[src/rtl/ccd_line_driver.sv]
`timescale 1ns/1ps
// ccd_line_driver: CCD line timing generator (SH, F1/F2, RS, CP, pixel valid) paced by a pixel clock-enable.
// Define CCD_SHUTTER_EN to add the shut_pos input and an electronic-shutter second SH pulse.
module ccd_line_driver #(
    parameter int LINE_WIDTH = 2088,
    parameter int LOAD_CLKS  = 13,
    parameter int SH_START   = 2,
    parameter int SH_END     = 9,
    parameter int CNT_W      = 23
) (
    input  logic             sys_clk,
    input  logic             sys_rst_n,
    input  logic [7:0]       f1_freq,
    input  logic [CNT_W-1:0] f_cnt,
    input  logic             mode,
    input  logic             start,
`ifdef CCD_SHUTTER_EN
    input  logic [CNT_W-1:0] shut_pos,
`endif
    output logic             sh,
    output logic             f1,
    output logic             f2,
    output logic             rs,
    output logic             cp,
    output logic             pclk,
    output logic             rs_plus,
    output logic             os_tvalid,
    output logic             os_first,
    output logic             busy,
    output logic             trig_ovr,
    output logic [15:0]      line_cnt
);

    typedef enum logic [1:0] {IDLE, LOAD, TRAN, WAIT} state_t;

    localparam logic [CNT_W-1:0] LOAD_LAST  = CNT_W'(LOAD_CLKS - 1);
    localparam logic [CNT_W-1:0] TRAN_LAST  = CNT_W'(LINE_WIDTH - 1);
    localparam logic [CNT_W-1:0] SH_FIRST   = CNT_W'(SH_START);
    localparam logic [CNT_W-1:0] SH_LAST    = CNT_W'(SH_END);
    localparam logic [CNT_W-1:0] MIN_PERIOD = CNT_W'(LINE_WIDTH + LOAD_CLKS + 1);
    localparam logic [CNT_W-1:0] CNT_ONE    = CNT_W'(1);

    state_t           state, state_nxt;
    logic [CNT_W-1:0] pix, pix_nxt;
    logic [CNT_W-1:0] f_lat, wait_last;
    logic             has_wait;
    logic             armed, pending, consume, tran_exit;
    logic [7:0]       div_cnt, div_nxt, f1_even, n_live, n_lat, n_eff;
    logic             tick, cp_phase, f1_hold, gate, shut_on;

    // Divisor follows the input while idle and is frozen for the duration of a line.
    assign f1_even = f1_freq & 8'hFE;
    assign n_live  = (f1_even < 8'd4) ? 8'd4 : f1_even;
    assign n_eff   = (state == IDLE) ? n_live : n_lat;
    assign tick    = (div_cnt >= n_eff - 8'd1);
    assign div_nxt = tick ? 8'd0 : div_cnt + 8'd1;

    // NOTE: state uses non-blocking assignments with an asynchronous reset so every
    // register updates from pre-edge values and reset never waits for a clock edge.
    always_ff @(posedge sys_clk or negedge sys_rst_n) begin
        if (!sys_rst_n) begin
            div_cnt  <= '0;
            pclk     <= 1'b0;
            rs_plus  <= 1'b0;
            cp_phase <= 1'b0;
        end else begin
            div_cnt  <= div_nxt;
            pclk     <= (div_nxt < (n_eff >> 1));
            rs_plus  <= (div_nxt < 8'd2);
            cp_phase <= (div_nxt == 8'd2) || (div_nxt == 8'd3);
        end
    end

    assign has_wait  = (f_lat > MIN_PERIOD);
    assign wait_last = f_lat - MIN_PERIOD - CNT_ONE;

    // NOTE: every signal written here gets a default first, so no path can infer a latch.
    always_comb begin
        state_nxt = state;
        pix_nxt   = pix;
        consume   = 1'b0;
        tran_exit = 1'b0;
        if (tick) begin
            pix_nxt = pix + CNT_ONE;
            unique case (state)
                IDLE: begin
                    pix_nxt = '0;
                    if (armed && (!mode || pending)) begin
                        state_nxt = LOAD;
                        consume   = 1'b1;
                    end
                end
                LOAD: if (pix == LOAD_LAST) begin
                    state_nxt = TRAN;
                    pix_nxt   = '0;
                end
                TRAN: if (pix == TRAN_LAST) begin
                    state_nxt = has_wait ? WAIT : IDLE;
                    pix_nxt   = '0;
                    tran_exit = 1'b1;
                end
                WAIT: if (pix == wait_last) begin
                    state_nxt = IDLE;
                    pix_nxt   = '0;
                end
            endcase
        end
    end

    always_ff @(posedge sys_clk or negedge sys_rst_n) begin
        if (!sys_rst_n) begin
            state    <= IDLE;
            pix      <= '0;
            armed    <= 1'b0;
            pending  <= 1'b0;
            trig_ovr <= 1'b0;
            n_lat    <= 8'd4;
            f_lat    <= '0;
            line_cnt <= '0;
        end else begin
            state    <= state_nxt;
            pix      <= pix_nxt;
            trig_ovr <= start && pending && !consume;
            if (tick && state == IDLE) armed <= 1'b1;
            // A trigger arriving on the consuming cycle is kept for the next line.
            if (consume) pending <= start;
            else if (start) pending <= 1'b1;
            if (consume) begin
                n_lat <= n_live;
                f_lat <= f_cnt;
            end
            if (tran_exit) line_cnt <= line_cnt + 16'd1;
        end
    end

`ifdef CCD_SHUTTER_EN
    localparam int             CW1      = CNT_W + 1;
    localparam logic [CNT_W:0] SHUT_LEN = CW1'(SH_END - SH_START + 1);
    localparam logic [CNT_W:0] LOAD_LEN = CW1'(LOAD_CLKS);

    logic [CNT_W-1:0] line_pos, shut_lat;
    logic [CNT_W:0]   period_x, shut_end_x;
    logic             shut_ok, shut_ok_nxt;

    assign period_x    = (f_cnt > MIN_PERIOD) ? {1'b0, f_cnt} : {1'b0, MIN_PERIOD};
    assign shut_end_x  = {1'b0, shut_pos} + SHUT_LEN;
    assign shut_ok_nxt = ({1'b0, shut_pos} >= LOAD_LEN) && (shut_end_x <= period_x - CW1'(1));

    always_ff @(posedge sys_clk or negedge sys_rst_n) begin
        if (!sys_rst_n) begin
            line_pos <= '0;
            shut_lat <= '0;
            shut_ok  <= 1'b0;
        end else begin
            if (consume) begin
                line_pos <= '0;
                shut_lat <= shut_pos;
                shut_ok  <= shut_ok_nxt;
            end else if (tick && state != IDLE) begin
                line_pos <= line_pos + CNT_ONE;
            end
        end
    end

    assign shut_on = shut_ok && busy && (line_pos >= shut_lat) &&
                     ({1'b0, line_pos} < {1'b0, shut_lat} + SHUT_LEN);
`else
    assign shut_on = 1'b0;
`endif

    assign busy      = (state != IDLE);
    assign f1_hold   = (state == LOAD);
    assign gate      = !f1_hold;
    assign sh        = (f1_hold && pix >= SH_FIRST && pix <= SH_LAST) || shut_on;
    assign os_tvalid = (state == TRAN);
    assign os_first  = (state == TRAN) && (pix == '0);
    assign f2        = pclk | f1_hold;
    assign f1        = ~f2;
    assign rs        = gate & rs_plus;
    assign cp        = gate & cp_phase;

endmodule
[config.mk]
export PLATFORM = sky130hd
export DESIGN_NAME = ccd_line_driver
export DESIGN_NICKNAME = d
export VERILOG_FILES = /design/src/rtl/ccd_line_driver.sv
export SDC_FILE = /design/constraint.sdc
export NUM_CORES = 1
export LEC_CHECK = 0
export ABC_AREA = 1
export CAP_MARGIN = 20
export CORE_UTILIZATION = 55
export DETAILED_ROUTE_END_ITERATION = 10
export GPL_ROUTABILITY_DRIVEN = 0
export HOLD_SLACK_MARGIN = 0.08
export PLACE_DENSITY_LB_ADDON = 0.3
export SLEW_MARGIN = 5
export SYNTH_ARGS = -nofsm -noshare
export SYNTH_HDL_FRONTEND = slang
export SYNTH_SLANG_ARGS = --single-unit
[constraint.sdc]
create_clock -name sys_clk -period 7.84 [get_ports sys_clk]
set_input_delay 1.568 -clock sys_clk [delete_from_list [all_inputs] [get_ports sys_clk]]
set_output_delay 1.568 -clock sys_clk [all_outputs]
set_load 0.01 [all_outputs]
Word-level counts from Yosys, hierarchy flattened
Index checks and enable logic that the tools add are counted.
{"block": "totals", "register_bits": 86, "mem_bits_ro": 0, "wordCells": 79, "ram_bits": 0, "inputBits": 35, "latch_bits": 0, "output_inout_bits": 27, "mem_count": 0}
{"block": "classes", "n_mux": 21, "bitwise_logic": 4, "multipliers": 0, "reduce_logical": 17, "shifts": 0, "n_eq_ne": 12, "order_cmp": 7, "n_addsub": 6, "div_mod_pow": 0}
{"cell": "$pmux W23 S4", "n": 1}
{"cell": "$mux W23", "n": 3}
{"cell": "$mux W8", "n": 3}
{"cell": "$add A23 B1 Y23 const B", "n": 1}
{"cell": "$eq A23 B12 Y1 const B", "n": 1}
{"cell": "$eq A23 B23 Y1", "n": 1}
{"cell": "$eq A23 B4 Y1 const B", "n": 1}
{"cell": "$ge A23 B2 Y1 const B", "n": 1}
{"cell": "$gt A23 B12 Y1 const B", "n": 1}
{"cell": "$le A23 B4 Y1 const B", "n": 1}
{"cell": "$logic_not A23 Y1", "n": 1}
{"cell": "$sub A23 B1 Y23 const B", "n": 1}
{"cell": "$sub A23 B12 Y23 const B", "n": 1}
{"cell": "$add A16 B1 Y16 const B", "n": 1}
{"cell": "$eq A8 B2 Y1 const B", "n": 2}
{"cell": "$mux W2", "n": 5}
{"cell": "$add A8 B1 Y8 const B", "n": 1}
{"cell": "$ge A8 B8 Y1", "n": 1}
{"cell": "$lt A8 B2 Y1 const B", "n": 1}
{"cell": "$lt A8 B3 Y1 const B", "n": 1}
{"cell": "$lt A8 B7 Y1", "n": 1}
{"cell": "$mux W1", "n": 8}
{"cell": "$pmux W2 S4", "n": 1}
{"cell": "$sub A8 B1 Y8 const B", "n": 1}
{"cell": "13 further kinds", "n": 27}

Logic depth before layout (Yosys ltp)
{"block": "depth", "depth_word": 8, "depth_mapped": 26, "depth_no_buf": 25}

Worst setup path before layout
OpenSTA, ideal clock, no wires.
{"block": "synth_timing", "path_type": "in2reg", "start": "in f1_freq[6]", "end": "reg pclk", "cell_stages": 22, "n_path_buf": 2, "required_time_ns": 7.763, "path_slack_ns": 3.137, "setup_ns": 0.077, "arrival_ns": 4.626, "cell_sequence": "nor4_1 nand3_1 nand2_1 o21ai_0 inv_1 ha_1 inv_1 nor2_1 nand3_1 xnor2_1 ha_1 nand2_1 nor2_1 a211oi_1 nand2_1 buf_4 clkbuf_1 nor2_1 ha_1 a21oi_1 o21ai_0 a21oi_1"}
{"block": "synth_via", "elab_chain_len": 7}
{"item": "start, declared", "line_no": "13", "rtl": "input logic [7:0] f1_freq,"}
{"item": "$lt A8 B3 Y1", "line_no": "53", "rtl": "assign n_live = (f1_even < 8'd4) ? 8'd4 : f1_even;"}
{"item": "$mux W8 *", "line_no": "53"}
{"item": "$mux W8 *", "line_no": "54", "rtl": "assign n_eff = (state == IDLE) ? n_live : n_lat;"}
{"item": "$sub A8 B1 Y8 *", "line_no": "55", "rtl": "assign tick = (div_cnt >= n_eff - 8'd1);"}
{"item": "$ge A8 B8 Y1 *", "line_no": "55"}
{"item": "$mux W8 *", "line_no": "56", "rtl": "assign div_nxt = tick ? 8'd0 : div_cnt + 8'd1;"}
{"item": "net div_nxt[3]", "line_no": "48", "rtl": "logic [7:0] div_cnt, div_nxt, f1_even, n_live, n_lat, n_eff;"}
{"item": "$lt A8 B7 Y1 *", "line_no": "68", "rtl": "pclk <= (div_nxt < (n_eff >> 1));"}
{"item": "end signal, assigned", "line_no": "68"}
{"item": "end, declared", "line_no": "25", "rtl": "output logic pclk,"}
Mark *: on every way through the listed nets, which the timed path passes. The rest lies on a longest branch.
A chain may end at the register's enable or synchronous reset.

Worst setup path in the final report
{"block": "layout_timing", "start": "in f1_freq[6]", "end": "reg f_lat[8]"}
{"block": "layout_via", "elab_chain_len": 6}
{"item": "$lt A8 B3 Y1", "line_no": "53"}
{"item": "$mux W8 *", "line_no": "53"}
{"item": "$mux W8 *", "line_no": "54"}
{"item": "$sub A8 B1 Y8 *", "line_no": "55"}
{"item": "$ge A8 B8 Y1 *", "line_no": "55"}
{"item": "$mux W1 *", "line_no": "83", "rtl": "if (tick) begin"}
{"item": "end signal, assigned", "line_no": "130", "rtl": "f_lat <= f_cnt;"}
{"item": "end, declared", "line_no": "45", "rtl": "logic [CNT_W-1:0] f_lat, wait_last;"}
Mark *: on every way between the ends. The rest lies on a longest branch, timed or not.

==> impl_metrics.tcl <==
set metrics [dict create \
    outcome "complete, no violations" \
    worst_path_most_repeated_cell "inv_1" \
    relSlewSlack 0.353 \
    fin_crit_ns 5.89 \
    avgSynthCellArea_um2 7.12 \
    antenna_found_initial 0 \
    finClkSkew_ns 0.0123 \
    clockRootBuffer "clkbuf_8" \
    tns_ns 0 \
    wl_per_cell_um 13.3 \
    cts.clk_slew.worst_paths_ns 0.09 \
    netlist_instances 822 \
    cts.sinks 85 \
    vias 5485 \
    cts_buffers 9 \
    post_cts_buffers 0 \
    fmax_ghz 0.170 \
    syn_to_final_growth_pct 15.7 \
    cts_resized 0 \
    final_layout_size_suffix_gt1_frac 0.0755 \
    maxSlewViolCount 0 \
    p_int_mw 1.25 \
    final_antenna_net_count 0 \
    dieArea_mm2 0.0111 \
    synth-seq-area-share 0.364 \
    final_cells 1024 \
    power.total_mw 2.53 \
    drt_iter0_markers 394 \
    max_stage_delay_ns 0.73 \
    pin_count 62 \
    vdd_drop_max_mv 0.219 \
    finalWorstSetupSlack_ns 1.95 \
    pwr-share-clk 0.122 \
    hold_viol_final 0 \
    grt_max_degree 86 \
    p_leak_nw 3.36 \
    final_nets 940 \
    post-place-cells 1007 \
    fp.dieH_um 105 \
    pwr-share-seq 0.296 \
    timing.final.crit_share 0.751 \
    hpwlAfterDp_mm 10.2 \
    synth-seq-cells 85 \
    post_drt_via_cell_ratio 5.36 \
    max-clock-path-buffers 2 \
    cts_hold_buf 0 \
    clk_latency_ns 0.37 \
    fin_util 0.656 \
    rows 37 \
    syn-cell-area_mm2 0.00585 \
    hold_path_class "reg -> reg" \
    htree_levels 3 \
    worst_ep_required_time_ns 8.05 \
    arrival_ns 6.09 \
    synth_fp_nets 879 \
    cts_tree "yes" \
    cp_slowest_cell "inv_1" \
    grt_pass1_vias 5432 \
    critPathKind "in -> reg" \
    synth_cell_types 40 \
    n_fill_cell 879 \
    p_sw_frac 0.505 \
    power_density_mw_per_mm2 373 \
    grt_pass1_wl_mm 24.1 \
    gr-usage-all-layers 0.269 \
    switching_power_mw 1.28 \
    yosysWarnings 0 \
    post-place-ws_ns 1.60 \
    finalWirelength_mm 13.6 \
    crit_fanout 39 \
    start_util 0.567 \
    n_antenna_cell 0 \
    core_area_mm2 0.0103 \
    drc 0 \
    grt_overflow 0 \
    setup_viol_count_final 0 \
    cp_cell_sequence "clkdlybuf4s50_1, nor4_1, nand3_1, nand2_1, o21ai_0, inv_1, ha_1, inv_1, nor2_1, nand3_1, xnor2_1, ha_1, nand2_1, inv_1, nand4_1, nand2_1, nand3_1, buf_4, inv_1, o21ai_0" \
    port_buffers 60 \
    cap_viol_max_count 0 \
    worst_pin_slew_ns 0.969 \
    p_comb_frac 0.582 \
    rsz0062_at_grt "false" \
    start_kind "primary input" \
    die_w_um 105 \
    dr.pass1.iters 5 \
    end_kind "flip-flop" \
]
## cells in the mapped netlist
master | n | area [um2]
nand2_1 | 235 | 882
inv_1 | 108 | 405
dfrtp_1 | 84 | 2100
nor2_1 | 77 | 289
nand3_1 | 62 | 310
o21ai_0 | 44 | 220
xor2_1 | 33 | 289
ha_1 | 22 | 275
nand4_1 | 20 | 125
nor2_2 | 19 | 119
xnor2_1 | 19 | 166
nor3_1 | 17 | 85.1
a21oi_1 | 13 | 65.1
nand2_2 | 8 | 50.1
clkbuf_1 | 7 | 26.3
nand3b_1 | 7 | 52.6
nor4_1 | 7 | 43.8
inv_2 | 4 | 15.0
or2_2 | 4 | 25.0
buf_2 | 3 | 15.0
nand2_4 | 3 | 33.8
nand3_2 | 3 | 30.0
nor3_2 | 3 | 30.0
a31oi_1 | 2 | 12.5
buf_4 | 2 | 15.0
nor3b_1 | 2 | 15.0
a211oi_1 | 1 | 7.51
a311oi_1 | 1 | 8.76
and3_1 | 1 | 6.26
and3_2 | 1 | 7.51
buf_12 | 1 | 20.0
clkbuf_2 | 1 | 5.00
dfstp_2 | 1 | 26.3
inv_4 | 1 | 6.26
nand3_4 | 1 | 17.5
nor4_4 | 1 | 21.3
o21a_1 | 1 | 7.51
o21bai_1 | 1 | 7.51
o31ai_1 | 1 | 7.51
or2_0 | 1 | 6.26
## cells in the final DEF (no fill, tap or decap), types with 4 or more instances in the layout
master           instances
nor4_1                   7
o21ai_0                 44
nor2_1                  77
nor3_1                  17
xor2_1                  33
nand2_2                  8
nand3b_1                 7
clkdlybuf4s50_1         59
inv_1                  108
inv_2                    4
nand2_1                235
nand4_1                 20
nor2_2                  19
a21oi_1                 13
nand3_1                 62
or2_2                    4
dfrtp_1                 84
buf_4                    4
ha_1                    22
clkbuf_8                 9
xnor2_1                 19
## metal layers
metal | vias to the layer above | global-route usage | routed length [um]
li1 | 2733 | - | -
met1 | 2559 | 0.353 | 6220
met2 | 168 | 0.448 | 6460
met3 | 25 | 0.0362 | 645
met4 | 0 | 0.109 | 261
met5 | - | 0 | 0
## sequential cells by signal, indices dropped and copies added, names as in the netlist
register / cells
armed: 1
n_lat: 7
pclk: 1
state: 2
pix: 23
cp_phase: 1
trig_ovr: 1
f_lat: 23
rs_plus: 1
line_cnt: 16
div_cnt: 8
pending: 1
## worst paths after layout
kind / from / end / slack, ns / cells past startpoint
setup / recovery: f1_freq[6] / f_lat[8]$_DFFE_PN0P_ / 1.95 / 20
hold / removal: armed$_DFFE_PN0P_ / armed$_DFFE_PN0P_ / 0.47 / 2
setup reg to reg: state[1]$_DFFE_PN0P_ / f_lat[8]$_DFFE_PN0P_ / 2.97 / 18
hold reg to reg: armed$_DFFE_PN0P_ / armed$_DFFE_PN0P_ / 0.47 / 2
max in group asynchronous: sys_rst_n / pix[14]$_DFFE_PN0P_ / 6.11 / 2
min in group asynchronous: sys_rst_n / f_lat[7]$_DFFE_PN0P_ / 1.12 / 1
## worst max-delay path: cells and delay by family
kind	cells	cell delay [ns]
buffers and inverters	6	1.70
AO/OA/AOI/OAI	2	0.39
adder cells (fa/ha/maj)	2	0.49
XOR/XNOR	1	0.15
AND/OR/NAND/NOR	9	1.74
## layout make-up
class                      instances  area [um2]  area share
inverter                         113         427      0.0630
tap                              136         170      0.0251
clock buffer                      12         135      0.0199
timing repair buffer              64         648      0.0957
sequential                        85        2130       0.314
clock inverter                     4        48.8     0.00720
multi-input combinational        610        3220       0.475
## cell families after synthesis
logic type / share of synthesized area
xor gates and xnor gates: 0.0778
buffers and inverters: 0.0868
and+or+nand+nor: 0.367
adders and majority gates: 0.0470
AOI/OAI and AO/OA: 0.0575
DFF: 0.364
## power groups by stage
stage,Clock [mW],Sequential (mW),Combinational (mW)
final,0.307,0.748,1.47
after global routing,0.334,0.769,1.68
after CTS,0.310,0.745,1.46
after detailed placement,0,0.752,1.45
after global placement,0,0.747,1.38
after floorplan,0,0.706,1.12
## per-stage QoR
step,hold WS [ns],cell area [um2]
6_report,0.467,6770
5_1_grt,0.502,6770
4_1_cts,0.468,6750
3_5_place_dp,0.449,6560
3_3_place_gp,0.444,6560
2_1_floorplan,0.427,5850
(Power assumes the default switching activity.)
